<file path="src/rtl/shift_transmitter_pkg.sv">
// rtl/shift_transmitter_pkg.sv - shared state encodings and width constants for the serial transmitter
package shift_transmitter_pkg;

  // Word width used when the instantiating design does not override it.
  localparam int DEFAULT_DATA_WIDTH = 16;

  // Transmitter FSM encodings; also seen by anything decoding state in a debug view.
  typedef enum logic [1:0] {
    IDLE  = 2'd0,
    SHIFT = 2'd1,
    DONE  = 2'd2
  } state_t;

  // Bits needed to hold a count from 0 up to and including the word width.
  function automatic int count_width(input int width);
    return $clog2(width + 1);
  endfunction

endpackage

</file>
<file path="src/rtl/shift_transmitter_bit_counter.sv">
// rtl/shift_transmitter_bit_counter.sv - loadable down-counter of remaining bits with zero and last flags
module bit_counter #(
  parameter int WIDTH = 5
) (
  input  logic             clk,
  input  logic             rst,
  input  logic             load,
  input  logic [WIDTH-1:0] load_value,
  input  logic             dec,
  output logic [WIDTH-1:0] count,
  output logic             zero,
  output logic             last
);

  // Count register: load wins over decrement, and it saturates at zero instead of wrapping.
  always_ff @(posedge clk) begin
    if (rst) begin
      count <= '0;
    end else if (load) begin
      count <= load_value;
    end else if (dec && (count != '0)) begin
      count <= count - WIDTH'(1);
    end
  end

  // Flags decoded purely from the register so they carry no input-to-output path.
  always_comb begin
    zero = (count == '0);
    last = (count == WIDTH'(1));
  end

endmodule

</file>
<file path="src/rtl/shift_transmitter.sv">
// rtl/shift_transmitter.sv - parallel-in serial-out transmitter with per-bit strobe and receiver back-pressure
module shift_transmitter
  import shift_transmitter_pkg::*;
#(
  parameter int DATA_WIDTH = DEFAULT_DATA_WIDTH
) (
  input  logic                  clk,
  input  logic                  rst,
  input  logic                  start,
  input  logic [DATA_WIDTH-1:0] data_in,
  input  logic                  msb_first,
  input  logic                  pause,
  output logic                  ser_out,
  output logic                  ser_strb,
  output logic                  busy,
  output logic                  done
);

  localparam int CNT_W = count_width(DATA_WIDTH);
  localparam logic [CNT_W-1:0] CNT_LOAD = CNT_W'(DATA_WIDTH);

  state_t                state;
  state_t                state_next;
  logic [DATA_WIDTH-1:0] shreg;
  logic                  msb_q;
  logic                  strb_q;
  logic                  accept;
  logic                  consume;
  logic                  finish;
  logic [CNT_W-1:0]      cnt;
  logic                  cnt_zero;
  logic                  cnt_last;

  // Handshake qualifiers. pause is registered through strb_q, so it gates the
  // strobe of the cycle after it is sampled and never reaches an output directly.
  always_comb begin
    accept  = (state == IDLE) && start;
    consume = (state == SHIFT) && strb_q;
    finish  = consume && cnt_last;
  end

  bit_counter #(
    .WIDTH (CNT_W)
  ) u_bit_counter (
    .clk        (clk),
    .rst        (rst),
    .load       (accept),
    .load_value (CNT_LOAD),
    .dec        (consume),
    .count      (cnt),
    .zero       (cnt_zero),
    .last       (cnt_last)
  );

  // State register.
  always_ff @(posedge clk) begin
    if (rst) begin
      state <= IDLE;
    end else begin
      state <= state_next;
    end
  end

  // Next-state logic; the zero check keeps SHIFT from stalling if the count is ever empty.
  always_comb begin
    state_next = state;
    case (state)
      IDLE:    if (start) state_next = SHIFT;
      SHIFT:   if (finish || cnt_zero) state_next = DONE;
      DONE:    state_next = IDLE;
      default: state_next = IDLE;
    endcase
  end

  // Word and bit order captured at acceptance; one place shifted out, zero filled, per strobe.
  always_ff @(posedge clk) begin
    if (rst) begin
      shreg <= '0;
      msb_q <= 1'b0;
    end else if (accept) begin
      shreg <= data_in;
      msb_q <= msb_first;
    end else if (consume) begin
      if (msb_q) begin
        shreg <= {shreg[DATA_WIDTH-2:0], 1'b0};
      end else begin
        shreg <= {1'b0, shreg[DATA_WIDTH-1:1]};
      end
    end
  end

  // Strobe enable for the next cycle: the first bit always goes out right after
  // acceptance, later bits only when the receiver was not pausing at the edge.
  always_ff @(posedge clk) begin
    if (rst) begin
      strb_q <= 1'b0;
    end else if (accept) begin
      strb_q <= 1'b1;
    end else if ((state == SHIFT) && !finish && !cnt_zero) begin
      strb_q <= !pause;
    end else begin
      strb_q <= 1'b0;
    end
  end

  // Outputs decoded from state and registers only; the pending bit stays on ser_out while paused.
  always_comb begin
    ser_strb = 1'b0;
    ser_out  = 1'b0;
    busy     = (state != IDLE);
    done     = (state == DONE);
    if (state == SHIFT) begin
      ser_strb = strb_q;
      ser_out  = msb_q ? shreg[DATA_WIDTH-1] : shreg[0];
    end
  end

endmodule

</file>
<file path="config.mk">
export PLATFORM = sky130hd
export DESIGN_NAME = shift_transmitter
export DESIGN_NICKNAME = d
export VERILOG_FILES = /design/src/rtl/shift_transmitter_pkg.sv /design/src/rtl/shift_transmitter_bit_counter.sv /design/src/rtl/shift_transmitter.sv
export SDC_FILE = /design/constraint.sdc
export NUM_CORES = 1
export LEC_CHECK = 0
export CAP_MARGIN = 20
export CORE_MARGIN = 2
export CORE_UTILIZATION = 40
export CTS_BUF_LIST = sky130_fd_sc_hd__clkbuf_16
export DETAILED_ROUTE_END_ITERATION = 7
export MAX_ROUTING_LAYER = met4
export PLACE_DENSITY_LB_ADDON = 0.1
export REMOVE_ABC_BUFFERS = 1
export SLEW_MARGIN = 20
export SYNTH_ARGS = -nofsm -noshare
export SYNTH_HDL_FRONTEND = slang
export SYNTH_HIERARCHICAL = 1
export SYNTH_SLANG_ARGS = --single-unit
</file>
<file path="constraint.sdc">
create_clock -name clk -period 1.48 [get_ports clk]
set_input_delay 0.296 -clock clk [delete_from_list [all_inputs] [get_ports clk]]
set_output_delay 0.296 -clock clk [all_outputs]
set_load 0.03 [all_outputs]
</file>
==> metrics <==
cell family with most CP delay simple AND/OR/NAND/NOR gates; final RePlAce weighted congestion 0.8014; max_cap viols 0; port buffer count 24; largest net degree at the start of global routing 15; mapped cell area 0.001383 mm^2; Yosys cell types 36; die area 0.003943 mm^2; hold_sp shreg[1]$_SDFFE_PP0P_; Worst R2R Start u_bit_counter/count[0]$_SDFFE_PP0P_; # placed instances 226; HPWL after detailed placement between 2000 and 2500 um; dpl cell area 0.001777 mm^2; most common cell after layout, fill and taps aside buf_4; Layout Skew just under 2 ps; unrepaired setup endpoints after global routing yes; critical path launch point type register; Reg power frac 38.8%; Crit Path Category register to register; Worst Hold Class register to register; die width 62.79 um; CP Buf/Inv Count 1; Sw Pwr 0.5664 mW; minimum clock period after layout 1586 ps; setup ws final -105.7 ps; clock tree buffer depth 2; Cell Chain, Critical Path inv_2 > ha_4 > or4b_4 > a21o_1 > a311oi_2; total core area 0.003337 mm^2; Max Transition Viols Final 0; most frequent cells in the layout buf_4, dfxtp_1, clkdlybuf4s50_1; H-tree levels 1; Post-Route Utilization 62.32%; hold buffers post-CTS 0; Congestion Overflow GR 0; violated checks setup timing; routed len/inst around 14 um; CTS sink count 25; Area contributors post-synth dfxtp_1, mux2_2, mux2i_1; Pint 1.439 mW; Avg Cell Area, Syn 9.806 um^2; latest clock arrival within the worst-skew pair 260 ps; yosys warns 6; first-pass GRT wire length 5789 um; logic gate share of total power 30.8%; initial DRC count 55; Worst path slowest cell or4b_4; Initial Util 41.43%; antenna diode count 0; status complete, but fails checks; Post-Syn Instances 141; Setup crit start u_bit_counter/count[0]$_SDFFE_PP0P_; root buffer cell clkbuf_16; Worst-path clk slew 70 ps; area grow syn2layout 50.41%; Global Route Usage Sum between 10% and 20%; Num CTS Buffers 3; peak supply drop roughly 0.44 mV; critical path arrival 1750 ps; Switching Share 28.24%; period utilization 107.1%; IO Pins 25; Slowest Stage Delay on Critical Path 520 ps; Die Y 62.79 um; share of cells above drive strength 1 39.58%; final hold violations 0; post-route cell area between 0.002 and 0.0025 mm^2; final std cells w/o fill 238; drt total wl 3436 um; DR vias 1,234; row cnt 21; top_reg_cell synth dfxtp_1; dpl ws -370.9 ps; number of nets with antenna violations after routing 0; crit end category register; CTS tree yes; pwr dens roughly 960 mW/mm^2; synthesized flop and latch total 25; clock network power share 30.3%; top-area cell type share of the netlist area between 30% and 40%; initial antenna violation count 0; fmax 630.6 MHz; DRC Markers 0; Post-synth EDFFs 0; area leader, netlist dfxtp_1; final setup violation count 6; Via-to-Cell Ratio 5.185; number of global-route vias before repair 1,235; Pleak 0.8593 nW; Synth async-reset ratio 0%; sequential share of the synthesized area 36.20%; nets 216; 1st-pass router iterations 4; Req. time, crit path approximately 1600 ps; CP Max Fanout 6
## per-layer routing
layer  part of all wire [%]  track usage [%]
met2                     50            33.47
met4                   0.55            5.000
met3                    3.1            2.342
met1                     47            22.23
met5                      0                -
## final timing paths
kind / endpoint / slack [ps] / cells after the start
min reg2reg: shreg[1]$_SDFFE_PP0P_ / 490 / 1
max: u_bit_counter/count[0]$_SDFFE_PP0P_ / -110 / 5
max reg2reg: u_bit_counter/count[0]$_SDFFE_PP0P_ / -110 / 5
min: shreg[1]$_SDFFE_PP0P_ / 490 / 1
## cell families (layout without fill, tap and decap cells)
group,after synthesis,in the layout,share of synthesized area (%)
other cells,2,5,0.5432
flops,25,25,36.20
mux,31,31,23.80
buf+inv,17,65,6.968
simple gates,30,30,11.49
fa+ha+maj,2,2,1.810
compound gates,34,34,19.19
## flip-flops by register name (all words and copies together) (netlist names)
signal and count:
shreg 16, u_bit_counter/count 5, state 2, msb_q 1, strb_q 1
## what timing repair did
item                                    in CTS  in global routing
setup buffers                                3                  3
endpoints found under the setup margin      24                 11
gates cloned                                 2                  0
pin swaps                                    7                  8
gates resized for setup                     27                 18
## final cells by class
type	instances	area (um^2)
Clock buffer	3	75.07
Tap cell	46	57.56
Clock inverter	1	5.005
Multi-Input combinational cell	102	877.1
Sequential cell	25	509.2
Fill cell	301	1257
Inverter	8	40.04
Timing Repair Buffer	53	515.5
## cell usage after synthesis, types with 2 or more instances
cell,count
a311oi_1,2
a21oi_1,8
nand2_1,7
nor2_1,7
nand3b_1,2
inv_1,7
mux2i_1,16
or3_1,2
buf_2,4
dfxtp_1,25
nor3_1,3
ha_1,2
buf_6,3
a211oi_1,2
conb_1,2
nand4_1,2
o2bb2ai_1,14
mux2_2,15
## per-stage QoR
step                      power [mW]  hold slack [ps]  TNS, ps
after floorplan                1.052            365.1    -3914
after global placement         1.257            466.1    -6612
after detailed placement       1.265            472.4    -7059
after CTS                      1.986            485.0   -483.6
after global routing           2.112            499.5   -971.6
final                          2.006            485.8   -450.9
## power groups by stage
stage                     Combinational (mW)  Clock [mW]  Sequential, mW
final                                  0.618       0.609           0.779
after CTS                              0.593       0.615           0.778
after global routing                   0.671       0.652           0.788
after detailed placement               0.478           0           0.787
after floorplan                        0.266           0           0.786
after global placement                 0.471           0           0.785
No activity file was read; power rests on OpenSTA's default activity.
